## src/rtl/param_number_analyzer.sv

```systemverilog
// Number analyzer: classifies a captured unsigned operand as odd, Fibonacci
// and/or binary palindrome. The Fibonacci and palindrome checks are iterative
// engines that run in parallel while the FSM is in RUN.
module param_number_analyzer #(
    parameter int unsigned WIDTH = 32
) (
    input  logic             clock,
    input  logic             reset,
    input  logic             enable,
    input  logic [WIDTH-1:0] in_number,
    input  logic [2:0]       mode,
    output logic             busy,
    output logic             out_ready,
    output logic             is_odd,
    output logic             is_fibonacci,
    output logic             is_palindrome
);

    localparam int unsigned IW = $clog2(WIDTH);
    // Two extra bits keep a and b (and a + b) from wrapping for any operand.
    localparam int unsigned FW = WIDTH + 2;

    typedef enum logic [1:0] {StIdle, StRun, StDone} state_e;

    state_e           state_q, state_d;
    logic [WIDTH-1:0] n_q, n_d;
    logic             fib_en_q, fib_en_d;
    logic             pal_en_q, pal_en_d;
    logic [FW-1:0]    a_q, a_d;
    logic [FW-1:0]    b_q, b_d;
    logic             fib_done_q, fib_done_d;
    logic             fib_res_q, fib_res_d;
    logic             pal_started_q, pal_started_d;
    logic             pal_done_q, pal_done_d;
    logic             pal_res_q, pal_res_d;
    logic [IW-1:0]    m_q, m_d;
    logic [IW-1:0]    i_q, i_d;
    logic             odd_q, odd_d;
    logic             fib_q, fib_d;
    logic             pal_q, pal_d;
    logic             busy_q, busy_d;
    logic             ready_q, ready_d;

    logic [FW-1:0]    n_ext;
    logic [IW-1:0]    msb_idx;
    logic [IW+1:0]    i_dbl;
    logic [IW+1:0]    m_ext;

    assign n_ext = {2'b00, n_q};
    // 2*(i+1) >= m is the "pointers have met or crossed" test i+1 >= m-(i+1).
    assign i_dbl = (IW+2)'(i_q) + (IW+2)'(i_q) + (IW+2)'(2);
    assign m_ext = (IW+2)'(m_q);

    // Index of the most significant set bit of the captured operand (0 when n == 0).
    always_comb begin
        msb_idx = '0;
        for (int k = 0; k < WIDTH; k++) begin
            if (n_q[k]) begin
                msb_idx = IW'(k);
            end
        end
    end

    // Next-state logic for the FSM and both engines.
    always_comb begin
        state_d       = state_q;
        n_d           = n_q;
        fib_en_d      = fib_en_q;
        pal_en_d      = pal_en_q;
        a_d           = a_q;
        b_d           = b_q;
        fib_done_d    = fib_done_q;
        fib_res_d     = fib_res_q;
        pal_started_d = pal_started_q;
        pal_done_d    = pal_done_q;
        pal_res_d     = pal_res_q;
        m_d           = m_q;
        i_d           = i_q;
        odd_d         = odd_q;
        fib_d         = fib_q;
        pal_d         = pal_q;

        unique case (state_q)
            StIdle, StDone: begin
                state_d = StIdle;
                if (enable) begin
                    state_d       = StRun;
                    n_d           = in_number;
                    fib_en_d      = mode[1];
                    pal_en_d      = mode[2];
                    a_d           = '0;
                    b_d           = FW'(1);
                    fib_done_d    = 1'b0;
                    fib_res_d     = 1'b0;
                    pal_started_d = 1'b0;
                    pal_done_d    = 1'b0;
                    pal_res_d     = 1'b0;
                    m_d           = '0;
                    i_d           = '0;
                    odd_d         = in_number[0] & mode[0];
                    fib_d         = 1'b0;
                    pal_d         = 1'b0;
                end
            end
            StRun: begin
                // Fibonacci engine: walk the sequence until it reaches or passes n.
                if (!fib_done_q) begin
                    if (!fib_en_q) begin
                        fib_done_d = 1'b1;
                        fib_res_d  = 1'b0;
                    end else if (a_q == n_ext) begin
                        fib_done_d = 1'b1;
                        fib_res_d  = 1'b1;
                    end else if (a_q > n_ext) begin
                        fib_done_d = 1'b1;
                        fib_res_d  = 1'b0;
                    end else begin
                        a_d = b_q;
                        b_d = a_q + b_q;
                    end
                end
                // Palindrome engine: first cycle finds the MSB, then compares bit pairs
                // walking inward from both ends of the significant bits.
                if (!pal_done_q) begin
                    if (!pal_en_q) begin
                        pal_done_d = 1'b1;
                        pal_res_d  = 1'b0;
                    end else if (!pal_started_q) begin
                        if (msb_idx == '0) begin
                            pal_done_d = 1'b1;
                            pal_res_d  = 1'b1;
                        end else begin
                            pal_started_d = 1'b1;
                            m_d           = msb_idx;
                            i_d           = '0;
                        end
                    end else if (n_q[i_q] != n_q[m_q - i_q]) begin
                        pal_done_d = 1'b1;
                        pal_res_d  = 1'b0;
                    end else if (i_dbl >= m_ext) begin
                        pal_done_d = 1'b1;
                        pal_res_d  = 1'b1;
                    end else begin
                        i_d = i_q + IW'(1);
                    end
                end
                if (fib_done_d && pal_done_d) begin
                    state_d = StDone;
                    fib_d   = fib_res_d;
                    pal_d   = pal_res_d;
                end
            end
            default: state_d = StIdle;
        endcase

        busy_d  = (state_d == StRun);
        ready_d = (state_d == StDone);
    end

    // State and result registers; reset clears everything asynchronously.
    always_ff @(posedge clock or negedge reset) begin
        if (!reset) begin
            state_q       <= StIdle;
            n_q           <= '0;
            fib_en_q      <= 1'b0;
            pal_en_q      <= 1'b0;
            a_q           <= '0;
            b_q           <= '0;
            fib_done_q    <= 1'b0;
            fib_res_q     <= 1'b0;
            pal_started_q <= 1'b0;
            pal_done_q    <= 1'b0;
            pal_res_q     <= 1'b0;
            m_q           <= '0;
            i_q           <= '0;
            odd_q         <= 1'b0;
            fib_q         <= 1'b0;
            pal_q         <= 1'b0;
            busy_q        <= 1'b0;
            ready_q       <= 1'b0;
        end else begin
            state_q       <= state_d;
            n_q           <= n_d;
            fib_en_q      <= fib_en_d;
            pal_en_q      <= pal_en_d;
            a_q           <= a_d;
            b_q           <= b_d;
            fib_done_q    <= fib_done_d;
            fib_res_q     <= fib_res_d;
            pal_started_q <= pal_started_d;
            pal_done_q    <= pal_done_d;
            pal_res_q     <= pal_res_d;
            m_q           <= m_d;
            i_q           <= i_d;
            odd_q         <= odd_d;
            fib_q         <= fib_d;
            pal_q         <= pal_d;
            busy_q        <= busy_d;
            ready_q       <= ready_d;
        end
    end

    assign busy          = busy_q;
    assign out_ready     = ready_q;
    assign is_odd        = odd_q;
    assign is_fibonacci  = fib_q;
    assign is_palindrome = pal_q;

endmodule

```

## config.mk

```make
export PLATFORM = sky130hd
export DESIGN_NAME = param_number_analyzer
export DESIGN_NICKNAME = d
export VERILOG_FILES = /design/src/rtl/param_number_analyzer.sv
export SDC_FILE = /design/constraint.sdc
export NUM_CORES = 1
export LEC_CHECK = 0
export CORE_MARGIN = 1
export CORE_UTILIZATION = 35
export DETAILED_ROUTE_END_ITERATION = 8
export PLACE_DENSITY_LB_ADDON = 0.15
export SKIP_LAST_GASP = 1
export SLEW_MARGIN = 5
export SYNTH_ARGS = -nofsm -noshare
export SYNTH_HDL_FRONTEND = slang
export SYNTH_SLANG_ARGS = --single-unit
```

## constraint.sdc

```tcl
create_clock -name clock -period 4.55 [get_ports clock]
set_clock_uncertainty 0.15 [all_clocks]
set_input_delay 0.91 -clock clock [delete_from_list [all_inputs] [get_ports clock]]
set_output_delay 0.91 -clock clock [all_outputs]
set_load 0.02 [all_outputs]
```

# Word level (Yosys, flattened, before mapping)
# Cells that the tools add are included.
[word_totals] inputBits=38 regBits=124 out_inout_bits=5
[classes] magnitude_cmp=4 n_eq_ne=19 addsub=5 reduce_logical=12 n_bitwise=1 muxes=99
[ops] op="$mux W34" count=10
[ops] op="$mux W5" count=40
[ops] op="$pmux W34 S2" count=2
[ops] op="$add A34 B34 Y34" count=1
[ops] op="$eq A34 B32 Y1" count=1
[ops] op="$gt A34 B32 Y1" count=1
[ops] op="$mux W1" count=33
[ops] op="$ne A2 B2 Y1 const B" count=10
[ops] op="$pmux W5 S2" count=2
[ops] op="$pmux W1 S2" count=7
[ops] op="$lt A5 B6 Y1 const B" count=2
[ops] op="$reduce_and A6 Y1" count=2
[ops] op="$bmux W1 S5" count=2
[ops] op="$ne A3 B3 Y1 const B" count=3
[ops] op="$add A6 B2 Y7 const B" count=1
[ops] op="$ge A7 B5 Y1" count=1
[ops] op="$reduce_and A7 Y1" count=1
[ops] op="$add A5 B5 Y6" count=1
[ops] op="$add A5 B1 Y5 const B" count=1
[ops] op="$logic_not A5 Y1" count=1
[ops] op="$sub A5 B5 Y5" count=1
[ops] op="$eq A2 B1 Y1 const B" count=2
[ops] op="$eq A2 B2 Y1 const B" count=2
[ops] op="$mux W2" count=2
[ops] op="other kinds (10)" count=11

# Depth between registers and ports, before layout
# Gate-level depths: netlist of the first run.
[depth] depth_word=41 ltp_mapped=13 mapped_depth_nobuf=12

# Worst setup path before layout of the first run
# No wires, ideal clock.
[synth_path] path_kind="register to register" startpoint="reg m_q[0]" endpoint="reg fib_q (netlist: is_fibonacci)" path_stages_with_launch=14 slack_ns=1.165 setup_ns=0.134 arrival_ns=3.100 required_ns=4.266 n_path_buf=1 path_cell_list="dfrtp_1 -> inv_1 -> ha_1 -> inv_1 -> fa_1 -> buf_2 -> mux4_2 -> nor2b_1 -> a221oi_1 -> a211oi_1 -> or3_1 -> a31oi_1 -> o21ai_1 -> mux2i_1"
[synth_via] elab_chain_len=12 word_cells_on_any_way=14
[synth_rtl] element="from (decl)" line="36" text="logic [IW-1:0] m_q, m_d;"
[synth_rtl] element="from (signal assigned)" line="193" text="m_q <= m_d;"
[synth_rtl] element="$sub A5 B5 Y5" line="137" text="end else if (n_q[i_q] != n_q[m_q - i_q]) begin"
[synth_rtl] element="$bmux W1 S5" line="137"
[synth_rtl] element="$mux W1 (not written as such)" line="137"
[synth_rtl] element="$ne A1 B1 Y1" line="137"
[synth_rtl] element="$mux W1 *" line="137"
[synth_rtl] element="$mux W1 *" line="128" text="end else if (!pal_started_q) begin"
[synth_rtl] element="$mux W1 *" line="125" text="if (!pal_en_q) begin"
[synth_rtl] element="$mux W1 *" line="124" text="if (!pal_done_q) begin"
[synth_rtl] element="$mux W1 *" line="83" text="unique case (state_q)"
[synth_rtl] element="$logic_and A1 B1 Y1 *" line="147" text="if (fib_done_d && pal_done_d) begin"
[synth_rtl] element="$ne A2 B2 Y1 (no source line) *"
[synth_rtl] element="$reduce_and A3 Y1 (no source line) *"
[synth_rtl] element="to (signal assigned)" line="196" text="fib_q <= fib_d;"
[synth_rtl] element="to (decl)" line="39" text="logic fib_q, fib_d;"
# Every way passes the cells marked *; elsewhere a longest branch is shown, timed or not. The select of a mux whose other input is x is not followed.
# A chain may end at the register's enable or synchronous reset.

# Final worst setup path of the first run
[layout_path] startpoint="reg n_q[27]" endpoint="reg a_q[18]"
[layout_via] elab_chain_len=3 word_cells_on_any_way=5
[layout_rtl] element="from (decl)" line="26" text="logic [WIDTH-1:0] n_q, n_d;"
[layout_rtl] element="from (signal assigned)" line="183" text="n_q <= n_d;"
[layout_rtl] element="$gt A34 B32 Y1 / $eq A34 B32 Y1 (equally long branches)" line="114, 111"
[layout_rtl] element="$ne A2 B2 Y1 (no source line)"
[layout_rtl] element="$reduce_and A6 Y1 (no source line) *"
[layout_rtl] element="to (signal assigned)" line="167" text="a_q <= '0;"
[layout_rtl] element="to (signal assigned)" line="186" text="a_q <= a_d;"
[layout_rtl] element="to (decl)" line="29" text="logic [FW-1:0] a_q, a_d;"
# Every way passes the cells marked *; elsewhere a longest branch is shown, timed or not.

==> results of run 1 <==
metrics by stage:
stage                     power [mW]  area (sq um)  setup WS, ps  instances
after global routing            5.21          9670           268       1268
after detailed placement        3.32          8990           411       1236
final                           4.87          9670           548       1268
after CTS                       4.91          9670           421       1268
after floorplan                 2.76          8240          1170        910
after global placement          3.32          8990           497       1236
worst max-delay path, stage by stage (launching register included):
cell,delay [ps]
dfrtp_1,460
inv_1,130
ha_1,320
nand4_1,90
or3_1,450
nor4_2,530
nand4_1,350
and4b_1,350
a31oi_4,480
buf_12,360
o21ai_0,150
routing by layer:
layer	GRT usage, %	vias to the layer above	part of all wire, %
li1	-	3352	-
met1	26.7	3179	50
met2	30.6	91	47
met3	3.15	13	2.7
met4	4.25	0	0.76
met5	0	-	0
final timing paths:
check | to | depth (start not counted)
max reg2reg | a_q[18] | 10
max in group asynchronous | b_q[33] | 2
min | is_odd | 2
min in group asynchronous | n_q[2] | 1
max | a_q[18] | 10
min reg2reg | is_odd | 2
placed cells by master (no fill, tap or decap), types with 3 or more instances in the layout:
| master | instances |
|---|---|
| a211oi_1 | 8 |
| a21o_1 | 31 |
| a21oi_1 | 41 |
| a221o_1 | 4 |
| a31oi_1 | 7 |
| and2_1 | 5 |
| and3_1 | 3 |
| buf_4 | 9 |
| bufinv_16 | 6 |
| clkbuf_16 | 17 |
| clkdlybuf4s50_1 | 41 |
| clkinv_4 | 4 |
| clkinvlp_4 | 3 |
| dfrtp_1 | 124 |
| ha_1 | 74 |
| inv_1 | 52 |
| mux2i_1 | 6 |
| mux4_2 | 18 |
| nand2_1 | 167 |
| nand2b_1 | 9 |
| nand3_1 | 20 |
| nand4_1 | 18 |
| nor2_1 | 31 |
| nor2b_1 | 5 |
| nor3_1 | 9 |
| nor4_1 | 7 |
| o211ai_1 | 6 |
| o21a_1 | 7 |
| o21ai_0 | 98 |
| o21ai_1 | 8 |
| o21bai_1 | 4 |
| o311ai_0 | 3 |
| o31ai_1 | 23 |
| o41ai_1 | 5 |
| or2_2 | 4 |
| or3_1 | 3 |
| xnor2_1 | 21 |
| xor2_1 | 13 |
kinds of logic (layout without fill, tap and decap cells):
family,after synthesis,in the layout,share of synthesized area (%)
buffers and inverters,91,136,4.52
muxes,26,26,5.92
xor gates and xnor gates,34,34,3.61
DFF,124,124,37.6
and+or+nand+nor,290,290,15.8
adders and majority gates,76,76,11.7
AOI/OAI and AO/OA,269,269,20.8
power breakdown:
part / total (mW) / leakage (nW) / internal, mW / switching, mW
logic: 1.69 / 2.42 / 0.645 / 1.04
registers: 1.60 / 1.66 / 1.31 / 0.289
clock network: 1.58 / 0.322 / 1.04 / 0.535
total: 4.87 / 4.40 / 3.00 / 1.87
state kept, by name, indices dropped and copies added, names as in the netlist:
name	flops
a_q	34
fib_en_q	1
pal_started_q	1
pal_done_q	1
state_q	2
m_q	5
fib_res_q	1
pal_res_q	1
is_fibonacci	1
is_palindrome	1
pal_en_q	1
busy	1
out_ready	1
is_odd	1
n_q	32
b_q	34
fib_done_q	1
i_q	5
layout make-up:
type	instances	share of cell area [%]
multi-input cells	695	49.4
flip-flops and latches	124	32.1
repair buffers	52	5.36
well taps	313	4.05
clock inverters	14	2.51
clock buffers	18	4.54
inverters	52	2.02
==> impl_metrics.env, run 1 <==
export IMPL_status="finished clean"
export IMPL_diodes=0
export IMPL_setup_violations=0
export IMPL_syn_area_sq_um=8240
export IMPL_worstHoldStart="is_odd"
export IMPL_grt_usage_pct=19.0
export IMPL_drtPass1Iterations=5
export IMPL_grt_pass1_vias=6597
export IMPL_hold_path_class="flop to flop"
export IMPL_max_freq_ghz=0.250
export IMPL_clk_path_buf_depth=2
export IMPL_path_max_fanout=89
export IMPL_grt_max_degree=90
export IMPL_synth_area_leaders="dfrtp_1 38%, ha_1 11%, nand2_1 7.6%, o21ai_0 5.9%, mux4_2 4.9%"
export IMPL_clockRootBuffer="clkbuf_16"
export IMPL_port_buffers=42
export IMPL_async_flop_share_pct=100
export IMPL_clk_latency_ps=420
export IMPL_wl_per_cell_um=17.0
export IMPL_finalHoldViolations=0
export IMPL_dieArea_sq_um=24200
export IMPL_area_delta_synth_final_pct=17.3
export IMPL_drive_above_1_share_pct=7.75
export IMPL_power_leakage_nw=4.40
export IMPL_cts_sinks=124
export IMPL_setup_tns_ps=0
export IMPL_rsz0062_at_grt="no"
export IMPL_period_share_pct=87.9
export IMPL_reg2reg_slack_ps=550
export IMPL_num_rows=55
export IMPL_grt_pass1_wl_mm=35.8
export IMPL_setup_worst_path_end_class="flop"
export IMPL_yosysMostFrequentCell="nand2_1"
export IMPL_vdd_ir_drop_max_v=0.000231
export IMPL_cp_required_ps=4690
export IMPL_min_period_ps=4000
export IMPL_vias=6635
export IMPL_hpwl_mm=15.8
export IMPL_synth_edf_count=0
export IMPL_critical_path_class="flop to flop"
export IMPL_die_y_um=155
export IMPL_yosys_top_cells_count="167 x nand2_1, 124 x dfrtp_1, 98 x o21ai_0, 74 x ha_1, 52 x inv_1"
export IMPL_fin_nets=1056
export IMPL_arrival_ps=4140
export IMPL_yosys_area_top_type="dfrtp_1"
export IMPL_ys_flop_type="dfrtp_1"
export IMPL_synthCells=910
export IMPL_drcViolationCount=0
export IMPL_drv_cap=0
export IMPL_syn_avg_cell_area_sq_um=9.06
export IMPL_post_route_util_pct=42.3
export IMPL_clk_pin_slew_ps=60
export IMPL_multi_input_comb_area_sq_um=4780
export IMPL_antenna_found_initial=0
export IMPL_initial_core_util_pct=36.1
export IMPL_synth_nets=1024
export IMPL_post_cts_setup_buffer_count=0
export IMPL_wl_mm=21.5
export IMPL_io_pins=43
export IMPL_start_kind="flop"
export IMPL_gp_congestion=0.852
export IMPL_drt_iter0_markers=450
export IMPL_cts_hold_buf=0
export IMPL_regArea_sq_um=3100
export IMPL_core_area_sq_um=22800
export IMPL_crit_start="n_q[27]"
export IMPL_die_w_um=155
export IMPL_ys_ff_latch=124
export IMPL_grt_ovfl_total=0
export IMPL_tightest_slew_ps=799
export IMPL_ant_nets=0
export IMPL_cts_buffers=17
export IMPL_synth_warnings=0
export IMPL_power_density_nw_per_um2=504
export IMPL_post_cts_resized=0
export IMPL_yosysSeqAreaShare_pct=37.6
export IMPL_slew_headroom_pct=45.4
export IMPL_cts_tree="yes"
export IMPL_synth_cell_type_count=64
export IMPL_viasPerCell=5.23
export IMPL_drv_slew=0
export IMPL_yosysTopAreaCellShare_pct=37.6
export IMPL_worstReg2RegStart="n_q[27]"
export IMPL_holdWs_ps=316
export IMPL_htreeDepth=4
export IMPL_nFillCells=2244
(Power assumes the default switching activity.)
==> run 2: changes to the inputs <==
--- a/config.mk
+++ b/config.mk
@@ -5,7 +5,7 @@
 export SDC_FILE = /design/constraint.sdc
 export NUM_CORES = 1
 export LEC_CHECK = 0
-export CORE_MARGIN = 1
+export CORE_MARGIN = 8
 export CORE_UTILIZATION = 35
 export DETAILED_ROUTE_END_ITERATION = 8
 export PLACE_DENSITY_LB_ADDON = 0.15
==> run 2 against run 1 <==
Effect of this change:
- final cell count up 0.39%
- highest routed layer unchanged
- sequential power hardly changed
- global-route usage down 2.8 points
- total power is 1.3% lower
- sequential cell count is the same
- clock power shrank 4%
- combinational power about the same
- worst hold slack worse by 41 ps
- routed wire length is 2.5% higher
- via count is 0.20% higher
==> impl_metrics.env, run 2 (synthesis results as in run 1) <==
export IMPL_grt_pass1_wl_mm=36.9
export IMPL_pwr_share_clk_pct=31.6
export IMPL_grt_max_degree=117
export IMPL_ant_nets=0
export IMPL_fin_nets=1055
export IMPL_reg2reg_slack_ps=710
export IMPL_power_density_nw_per_um2=499
export IMPL_htreeDepth=4
export IMPL_wl_per_cell_um=17.3
export IMPL_cts_sinks=124
export IMPL_drive_above_1_share_pct=7.76
export IMPL_status="finished clean"
export IMPL_cts_buffers=17
export IMPL_min_period_ps=3840
export IMPL_clk_pin_slew_ps=60
export IMPL_setup_tns_ps=0
export IMPL_comb_power_share_pct=35.1
export IMPL_drv_slew=0
export IMPL_setup_ws_ps=711
export IMPL_port_buffers=42
export IMPL_wl_mm=22.1
export IMPL_num_rows=56
export IMPL_start_kind="flop"
export IMPL_grt_ovfl_total=0
export IMPL_p_sw_mw=1.87
export IMPL_grt_pass1_vias=6794
export IMPL_final_cell_mix="167 x nand2_1, 124 x dfrtp_1, 98 x o21ai_0, 74 x ha_1, 52 x inv_1"
export IMPL_dieArea_sq_um=28700
export IMPL_io_pins=43
export IMPL_arrival_ps=3950
export IMPL_diodes=0
export IMPL_max_freq_ghz=0.261
export IMPL_r2r_end="b_q[3]"
export IMPL_die_w_um=169
export IMPL_drtPass1Iterations=5
export IMPL_setup_violations=0
export IMPL_gp_congestion=0.840
export IMPL_layout_commonest_cell="nand2_1"
export IMPL_nFillCells=2314
export IMPL_antenna_found_initial=0
export IMPL_clk_latency_ps=430
export IMPL_cts_hold_buf=0
export IMPL_path_max_fanout=116
export IMPL_hold_path_class="input port to async pin"
export IMPL_tightest_slew_ps=802
export IMPL_clockRootBuffer="clkbuf_16"
export IMPL_viasPerCell=5.22
export IMPL_post_cts_setup_buffer_count=0
export IMPL_rsz0062_at_grt="no"
export IMPL_die_y_um=169
export IMPL_power_leakage_nw=4.38
export IMPL_clk_path_buf_depth=2
export IMPL_grt_usage_pct=16.2
export IMPL_p_int_mw=2.94
export IMPL_vdd_ir_drop_max_v=0.000265
export IMPL_vias=6648
export IMPL_drv_cap=0
export IMPL_hpwl_mm=16.7
export IMPL_post_cts_resized=0
export IMPL_critical_path_class="flop to flop"
export IMPL_drt_iter0_markers=380
export IMPL_initial_core_util_pct=35.3
export IMPL_p_sw_share_pct=38.9
export IMPL_critPathBufInv=2
export IMPL_core_area_sq_um=23300
export IMPL_cp_depth=10
export IMPL_reg_top3="a_q x34, b_q x34, n_q x32"
export IMPL_r2r_cells=10
export IMPL_cp_top_family="simple AND/OR/NAND/NOR gates"
export IMPL_seqPwrFrac_pct=33.3
export IMPL_cp_common_cell="nand4_1"
export IMPL_period_share_pct=84.4
export IMPL_slew_headroom_pct=46.5
export IMPL_pre_cts_slack_ps=655
export IMPL_slowest_delay_ps=570
export IMPL_setup_worst_path_end_class="flop"
export IMPL_worstReg2RegStart="n_q[27]"
export IMPL_cpMaxStageDelayCell="nor4_2"
export IMPL_cp_cell_sequence="inv_1, ha_1, nand4_1, or3_1, nor4_2, nand4_1, and4b_1, a31oi_4, buf_12, o41ai_1"
export IMPL_area_delta_synth_final_pct=16.9
export IMPL_finalHoldViolations=0
export IMPL_cts_tree="yes"
export IMPL_drcViolationCount=0
export IMPL_cp_required_ps=4670
-- run 2: cell count changes in the layout (fill, tap and decap cells not counted), sizes merged --
cell,change
inv,+1
bufinv,-1
buf,-1
clkinvlp,+1
clkinv,-1
-- run 2: layer usage --
| layer | up-vias | track usage [%] | wire (um) | share of wire [%] |
|---|---|---|---|---|
| met5 | - | 0 | 0 | 0 |
| met4 | 0 | 5.89 | 452 | 2.0 |
| met3 | 25 | 3.07 | 646 | 2.9 |
| met2 | 96 | 25.5 | 9920 | 45 |
| met1 | 3174 | 22.0 | 11100 | 50 |
| li1 | 3353 | - | - | - |
-- run 2: how the worst max path moves through the flow --
stage                 start            to  slack, ps
floorplan            m_q[0]  is_fibonacci       1170
global placement    n_q[30]       b_q[33]        670
detailed placement  n_q[30]       b_q[33]        650
CTS                 n_q[30]       b_q[33]        640
global route         m_q[0]        i_q[0]        400
finish              n_q[27]        b_q[3]        710
-- run 2: area by class of cell --
| cell class | count | area (sq um) | share of cell area, % |
|---|---|---|---|
| inverters | 52 | 195 | 2.03 |
| repair buffers | 51 | 502 | 5.21 |
| clock buffers | 18 | 439 | 4.56 |
| clock inverters | 14 | 216 | 2.25 |
| flip-flops and latches | 124 | 3100 | 32.2 |
| multi-input cells | 695 | 4780 | 49.6 |
| well taps | 319 | 399 | 4.14 |
-- run 2: power by group through the flow --
stage,registers (mW),clock network [mW],logic [mW]
floorplan,1.51,0,1.25
global route,1.64,1.60,1.91
CTS,1.60,1.56,1.71
global placement,1.62,0,1.69
detailed placement,1.62,0,1.70
finish,1.60,1.52,1.69
-- run 2: stage by stage --
step           power, mW  hold slack [ps]  cell area, sq um  util, %  instances
2_1_floorplan       2.76              311              8240        -        910
3_3_place_gp        3.31              304              8980     38.5       1241
3_5_place_dp        3.32              315              8980     38.5       1241
4_1_cts             4.86              291              9640     41.3       1273
5_1_grt             5.15              313              9640     41.3       1273
6_report            4.81              275              9640     41.3       1273
